--- config.mk ---
export PLATFORM = sky130hd
export DESIGN_NAME = branch_tag_mgr
export DESIGN_NICKNAME = d
export VERILOG_FILES = /design/src/rtl/branch_tag_mgr.sv
export SDC_FILE = /design/constraint.sdc
export NUM_CORES = 1
export LEC_CHECK = 0
export CAP_MARGIN = 30
export CORE_AREA = 2 2 99 101
export CTS_CLUSTER_DIAMETER = 150
export DETAILED_ROUTE_END_ITERATION = 10
export DIE_AREA = 0 0 101 103
export MAX_ROUTING_LAYER = met4
export PLACE_DENSITY = 0.68
export SETUP_SLACK_MARGIN = 0.02
export SLEW_MARGIN = 20
export SYNTH_ARGS = -nofsm -noshare
export SYNTH_HDL_FRONTEND = slang
export SYNTH_SLANG_ARGS = --single-unit
--- constraint.sdc ---
create_clock -name clk -period 11.5 [get_ports clk]
set_clock_uncertainty 0.15 [all_clocks]
set_input_delay 1.725 -clock clk [delete_from_list [all_inputs] [get_ports clk]]
set_output_delay 1.725 -clock clk [all_outputs]
set_load 0.02 [all_outputs]
--- src/rtl/branch_tag_mgr.sv ---
// Branch tag ring: hands out bids in program order, retires resolved tags from the
// oldest end (up to two per cycle), and squashes everything younger than a mispredicted bid.
module branch_tag_mgr #(
    parameter int NUM_TAGS = 8,
    parameter int TAG_W    = 3
) (
    input  logic                  clk,
    input  logic                  rst_n,
    input  logic [1:0]            alloc_req,
    output logic [1:0]            alloc_gnt,
    output logic [TAG_W-1:0]      alloc_tag0,
    output logic [TAG_W-1:0]      alloc_tag1,
    output logic                  stall,
    input  logic [3:0]            resolve_vld,
    input  logic [4*TAG_W-1:0]    resolve_bid,
    input  logic                  flush,
    input  logic [TAG_W-1:0]      flush_bid,
    output logic [NUM_TAGS-1:0]   kill_mask,
    output logic [NUM_TAGS-1:0]   busy_mask,
    output logic [TAG_W:0]        free_cnt
);
    localparam logic [TAG_W:0] NUM_L = (TAG_W+1)'(NUM_TAGS);

    logic [TAG_W-1:0]    head_q, head_d, tail_q, tail_d;
    logic [TAG_W:0]      count_q, count_d;
    logic [NUM_TAGS-1:0] valid_q, valid_d, resolved_q, resolved_d, kill_q, kill_d;

    logic                flush_v, ret0, ret1;
    logic [TAG_W-1:0]    head_p1, kill_start, kill_len;
    logic [TAG_W:0]      n_alloc, n_ret;
    logic [NUM_TAGS-1:0] killed;

    assign free_cnt   = NUM_L - count_q;
    assign alloc_tag0 = tail_q;
    assign alloc_tag1 = tail_q + TAG_W'(1);
    assign busy_mask  = valid_q;
    assign kill_mask  = kill_q;

    always_comb begin
        alloc_gnt[0] = alloc_req[0] & (free_cnt != '0) & ~flush;
        alloc_gnt[1] = alloc_req[1] & alloc_req[0] & (free_cnt >= (TAG_W+1)'(2)) & ~flush;
        stall = (alloc_req[0] & ~alloc_gnt[0]) | (alloc_req[1] & alloc_req[0] & ~alloc_gnt[1]);
        n_alloc = {{TAG_W{1'b0}}, alloc_gnt[0]} + {{TAG_W{1'b0}}, alloc_gnt[1]};

        // Killed range is flush_bid+1 .. tail-1 around the ring; empty when flush_bid is youngest.
        flush_v    = flush & valid_q[flush_bid];
        kill_start = flush_bid + TAG_W'(1);
        kill_len   = tail_q - kill_start;
        killed     = '0;
        for (int i = 0; i < NUM_TAGS; i++)
            killed[i] = flush_v & ((TAG_W'(i) - kill_start) < kill_len);

        // Second retire must not take an entry the same-cycle flush is squashing.
        head_p1 = head_q + TAG_W'(1);
        ret0    = valid_q[head_q] & resolved_q[head_q];
        ret1    = ret0 & valid_q[head_p1] & resolved_q[head_p1] & ~killed[head_p1];
        n_ret   = {{TAG_W{1'b0}}, ret0} + {{TAG_W{1'b0}}, ret1};

        valid_d    = valid_q;
        resolved_d = resolved_q;
        for (int k = 0; k < 4; k++)
            if (resolve_vld[k] && valid_q[resolve_bid[k*TAG_W +: TAG_W]]
                && !killed[resolve_bid[k*TAG_W +: TAG_W]])
                resolved_d[resolve_bid[k*TAG_W +: TAG_W]] = 1'b1;
        if (flush_v)
            resolved_d[flush_bid] = 1'b1;
        valid_d    = valid_d & ~killed;
        resolved_d = resolved_d & ~killed;
        if (ret0) begin
            valid_d[head_q]    = 1'b0;
            resolved_d[head_q] = 1'b0;
        end
        if (ret1) begin
            valid_d[head_p1]    = 1'b0;
            resolved_d[head_p1] = 1'b0;
        end
        if (alloc_gnt[0]) begin
            valid_d[alloc_tag0]    = 1'b1;
            resolved_d[alloc_tag0] = 1'b0;
        end
        if (alloc_gnt[1]) begin
            valid_d[alloc_tag1]    = 1'b1;
            resolved_d[alloc_tag1] = 1'b0;
        end

        head_d  = head_q + n_ret[TAG_W-1:0];
        tail_d  = flush_v ? kill_start : tail_q + n_alloc[TAG_W-1:0];
        count_d = flush_v ? ({1'b0, flush_bid - head_q} + (TAG_W+1)'(1) - n_ret)
                          : (count_q + n_alloc - n_ret);
        kill_d  = killed;
    end

    always_ff @(posedge clk) begin
        if (!rst_n) begin
            head_q     <= '0;
            tail_q     <= '0;
            count_q    <= '0;
            valid_q    <= '0;
            resolved_q <= '0;
            kill_q     <= '0;
        end else begin
            head_q     <= head_d;
            tail_q     <= tail_d;
            count_q    <= count_d;
            valid_q    <= valid_d;
            resolved_q <= resolved_d;
            kill_q     <= kill_d;
        end
    end
endmodule
Word-level counts from Yosys, hierarchy flattened
Index checks and enable logic that the tools add are counted.

Register bits: 34. Input port bits: 24. Output and inout port bits: 29. Logic and storage cells: 183.

Add/sub/neg operators: 22. Magnitude comparators: 27. Mux-type cells: 61. Bitwise logic cells: 45. Reduce and logical (&&, ||, !) cells: 22.

Operator list (count): 8-bit 2-to-1 mux (13); 8-bit bitwise AND (8); 8-bit bitwise OR (7); 1-bit binary-select mux with 3-bit select (14); 8-bit NOT (5); 3-bit by 4-bit less-than comparator with 1-bit output (second input constant) (9); 1-bit demux with 3-bit select (9); 3-bit by 1-bit greater-or-equal comparator with 1-bit output (second input constant) (9); 3-bit less-than comparator (8); 1-bit 2-to-1 mux (23); 1-bit bitwise AND (20); 1-bit logical AND (17); 3-bit subtractor (first input constant) (4); 3-bit by 1-bit adder with 3-bit output (second input constant) (3); 4-bit by 2-bit subtractor with 4-bit output (2); 3-bit by 2-bit adder with 3-bit output (2); 1-bit by 3-bit subtractor with 3-bit output (first input constant) (2); 2-bit by 3-bit subtractor with 3-bit output (first input constant) (2); 3-bit subtractor (2); 1-bit by 1-bit adder with 2-bit output (2); 3-bit by 1-bit adder with 4-bit output (second input constant) (1); 4-bit by 2-bit adder with 4-bit output (1); 4-bit by 2-bit greater-or-equal comparator with 1-bit output (second input constant) (1); 1-bit logical NOT (4); 6 further kinds (9).

Longest topological paths before layout
Depth after elaboration: 26. Gate-level depth with buffers: 26. Mapped depth without buffers: 23.

Least setup slack after synthesis
Ideal clock, no wire load.

Kind: in2reg. From: input port flush_bid[0]. To: register count_q[3]. Setup time: 71 ps. Data arrival time: 6984 ps. Data required time: 11279 ps. Path slack: 4295 ps. Cell stages on the path: 26. Buffers on the path: 3. Cells stage by stage: buf_4 buf_2 inv_1 ha_1 clkbuf_1 inv_1 fa_1 xor2_4 nor2_1 nor2b_1 ha_1 a21o_1 a31oi_1 a32oi_1 a31oi_4 a41oi_1 o311a_1 ha_1 fa_1 inv_1 ha_1 a21o_1 a21oi_1 xnor2_1 nand2_1 a21oi_1.

Word-level cells in the longest chain between the ends: 11. Elaborated cells on any way between the ends: 39.

Ends and longest elaborated chain: start, declared (RTL line 17) `input logic [TAG_W-1:0] flush_bid,`; 3-bit by 1-bit adder with 3-bit output / 1-bit binary-select mux with 3-bit select (equally long branches) (RTL line 47, 46); 1-bit by 3-bit subtractor with 3-bit output, or another cell as far along (RTL line 51) `killed[i] = flush_v & ((TAG_W'(i) - kill_start) < kill_len);`; 3-bit less-than comparator / 1-bit bitwise AND (equally long branches) (RTL line 51, 46); 1-bit bitwise AND (RTL line 51); 1-bit binary-select mux with 3-bit select (RTL line 56) `ret1 = ret0 & valid_q[head_p1] & resolved_q[head_p1] & ~killed[head_p1];`; 1-bit 2-to-1 mux (not written as such) (RTL line 56); 1-bit NOT (RTL line 56); 1-bit bitwise AND (RTL line 56); 1-bit by 1-bit adder with 2-bit output (RTL line 57) `n_ret = {{TAG_W{1'b0}}, ret0} + {{TAG_W{1'b0}}, ret1};`; 4-bit by 2-bit subtractor with 4-bit output (on tied branches) (RTL line 89, 88); 4-bit 2-to-1 mux * (RTL line 88) `count_d = flush_v ? ({1'b0, flush_bid - head_q} + (TAG_W+1)'(1) - n_ret)`; end signal, assigned (RTL line 104) `count_q <= count_d;`; end, declared (RTL line 25) `logic [TAG_W:0] count_q, count_d;`.

Mark *: on every way between the ends. The rest lies on a longest branch, timed or not. The select of a mux whose other input is x is not followed. A chain may end at the register's enable or synchronous reset.

Final worst setup path
Same ends and word-level chain as after synthesis.

==> flow_summary_export.csv <==
group,metric,value,unit
run_status,outcome,"complete, no violations",
logic_synthesis,synth.net_count,584,
global_route,track_usage,0.300,
finish,area_growth,15.2,%
critical_path,r2r-end,"count_q[3]",
power,power.density,137,nW/um^2
critical_path,critPathMostFrequentCell,"ha_1",
cts,clk_latency,290,ps
global_route,grt_pass1_vias,4160,
timing,maxSlewViolCount,0,
routing,wirelength,14800,um
cts,post_cts_buffers,0,
global_route,antenna_found_initial,0,
critical_path,cp_max_fo,18,
timing,hold_ws,478,ps
floorplan,rows,36,
cts,ctsRootBufferMaster,"clkbuf_8",
logic_synthesis,synthCells,525,
power,switchingPower,0.285,mW
floorplan,core_area,9460,sq um
timing,slew_headroom,0.464,
routing,wl_per_cell,22.2,um
critical_path,worstSetupPathType,"in -> reg",
logic_synthesis,syn_area,4110,sq um
timing,final-hold-violation-count,0,
timing,setup_violations,0,
logic_synthesis,synth-seq-cells,34,
critical_path,cp_num_cells,25,
global_route,gr-total-overflow,0,
timing,worst_slew_pin_slew,802,ps
timing,grt_setup_unrepaired,"false",
finish,num-fill-cells,949,
flow_run,max-cap-violations,0,
min_path,hold_class,"reg -> reg",
critical_path,rrSetupSlack,5720,ps
routing,drt_iter0_drc,569,
critical_path,startpoint_type,"primary input",
floorplan,dieArea,10400,sq um
power,p_clk_frac,0.217,
cts,tritoncts,"yes",
place,gp_routability_congestion,1.04,
logic_synthesis,ys.flop_type,"dfxtp_1",
power,p_leak,1.72,nW
critical_path,critPathRequiredTime,11570,ps
routing,drc,0,
critical_path,crit_buf_inv,5,
critical_path,r2r_cells,21,
timing,setup_tns,0,ps
cts,clockBufferDepth,2,
power,p_seq_frac,0.239,
logic_synthesis,synth_edf_count,0,
cts,cts_resized,0,
routing,vias,4446,
finish,layout.nets,613,
routing,avgViaCountPerCell,6.65,
place,place_hpwl,11300,um
logic_synthesis,yosysSeqAreaShare,0.166,
critical_path,cp-endpoint,"count_q[3]",
cts,path_clk_slew,70,ps
power,ir_worst_vdd,0.113,mV
critical_path,cp_slowest_cell,"fa_1",
critical_path,critical-path-top-delay-family,"adder cells",
finish,diodes,0,
floorplan,fp.dieH,103,um
floorplan,pin_count,53,
global_route,grt_pass1_wl,23300,um
critical_path,crit_path_end_kind,"flip-flop",
critical_path,slowest_delay,570,ps
critical_path,critical_path.startpoint,"flush_bid[0]",
power,comb_power_share,0.544,
routing,ant_nets,0,
floorplan,dieWidth,101,um
timing,post-route-period-util,0.696,
logic_synthesis,synth_cell_types,81,
timing,fmaxAchievable,125,MHz
logic_synthesis,async_reset_ff_frac,0,
cts,cts_buffers,5,
timing,period_minus_slack,8010,ps
floorplan,start_util,0.435,
critical_path,r2r_start,"alloc_tag0[0]",
global_route,grt_max_degree,35,
cts,h-tree-depth,2,
critical_path,crit_arrival,8070,ps
logic_synthesis,avgSynthCellArea,7.83,sq um
cts,clock-sinks,34,
power,p_sw_frac,0.440,
finish,drive_above_1_share,0.0721,
place,port_buffers,52,
cts,hold_buffers,0,
logic_synthesis,synth.yosys.warnings,0,
routing,dr.pass1.iters,5,
power,internal-power,0.363,mW
[power groups by stage]
| stage | sequential [mW] | clock (mW) | combinational, mW |
|---|---|---|---|
| after floorplan | 0.151 | 0 | 0.235 |
| after global placement | 0.157 | 0 | 0.339 |
| after detailed placement | 0.157 | 0 | 0.342 |
| after CTS | 0.154 | 0.142 | 0.346 |
| after global routing | 0.157 | 0.146 | 0.379 |
| final | 0.155 | 0.140 | 0.352 |
[per-layer routing]
layer / wire length [um] / track usage / up-vias
li1: - / - / 2024
met1: 6140 / 0.393 / 2099
met2: 6720 / 0.487 / 280
met3: 1520 / 0.0468 / 43
met4: 450 / 0.0769 / 0
met5: 0 / - / -
[tightest hold or removal path, cell delays in order (launching register included)]
cell,delay [ps]
dfxtp_1,430
a211oi_2,60
nor3_2,90
[worst min path at each step]
| stage | from | end | slack (ps) | depth (start not counted) |
|---|---|---|---|---|
| finish | resolved_q[4] | resolved_q[4] | 480 | 2 |
| global route | resolved_q[4] | resolved_q[4] | 490 | 2 |
| CTS | resolved_q[4] | resolved_q[4] | 480 | 2 |
| detailed placement | resolved_q[4] | resolved_q[4] | 460 | 2 |
| global placement | resolved_q[4] | resolved_q[4] | 450 | 2 |
| floorplan | resolved_q[4] | resolved_q[4] | 340 | 2 |
[cell usage in the layout, fill, tap and decap left out, types with 4 or more instances in the layout]
cell	count
clkdlybuf4s50_1	52
nand2_1	49
inv_1	42
nor2_1	40
dfxtp_1	34
ha_1	28
o21ai_0	24
a21oi_1	21
nand3_1	19
nand4_1	15
xnor2_1	13
nor3_1	13
o211ai_1	13
mux2i_1	11
a211oi_1	9
nor2b_1	7
fa_1	7
xor2_1	6
and2_1	6
and3_1	6
nand2b_1	6
a31oi_1	6
clkbuf_8	6
or3_1	5
a221o_1	5
a311oi_1	5
a32oi_1	5
nor4_1	5
o2111ai_1	5
mux4_2	4
o221ai_1	4
a31o_2	4
buf_4	4
[Yosys cell counts, types with 6 or more instances]
| master | number | area [sq um] |
|---|---|---|
| nand2_1 | 49 | 184 |
| inv_1 | 42 | 158 |
| nor2_1 | 40 | 150 |
| dfxtp_1 | 34 | 681 |
| ha_1 | 28 | 350 |
| o21ai_0 | 24 | 120 |
| a21oi_1 | 21 | 105 |
| nand3_1 | 19 | 95.1 |
| clkbuf_1 | 17 | 63.8 |
| nand4_1 | 15 | 93.8 |
| nor3_1 | 13 | 65.1 |
| o211ai_1 | 13 | 97.6 |
| xnor2_1 | 13 | 114 |
| mux2i_1 | 11 | 110 |
| a211oi_1 | 9 | 67.6 |
| fa_1 | 7 | 140 |
| nor2b_1 | 7 | 43.8 |
| a31oi_1 | 6 | 37.5 |
| and2_1 | 6 | 37.5 |
| and3_1 | 6 | 37.5 |
| nand2b_1 | 6 | 37.5 |
| xor2_1 | 6 | 52.6 |
[state kept, by name, summed over array words and instances (netlist names)]
name,cells
resolved_q,8
busy_mask,8
kill_mask,8
count_q,4
head_q,3
alloc_tag0,3
[metrics by stage]
step	utilization	power (mW)	setup WS [ps]	instance area (sq um)	instances
after detailed placement	0.486	0.499	3260	4590	661
after CTS	0.501	0.642	3570	4740	669
after floorplan	-	0.386	4300	4110	525
final	0.501	0.648	3490	4740	669
after global routing	0.501	0.682	3050	4740	669
after global placement	0.486	0.496	3490	4590	661
[cells by family (layout without fill, tap and decap cells)]
family	Yosys count	count (layout)	synth area share
buffers and inverters	77	107	0.0904
adders and majority gates	35	35	0.119
DFF	34	34	0.166
AOI/OAI and AO/OA	147	147	0.269
muxes	15	15	0.0487
and+or+nand+nor	195	195	0.249
xor gates and xnor gates	22	22	0.0578
[final cells by class]
cell class	instances	area, sq um	share of cell area
Tap cell	114	143	0.0301
Clock inverter	2	60.1	0.0127
Inverter	43	161	0.0341
Clock buffer	6	82.6	0.0174
Sequential cell	34	681	0.144
Timing Repair Buffer	56	551	0.116
Multi-Input combinational cell	414	3060	0.646
Note: power is estimated with default switching activity, not from simulation.
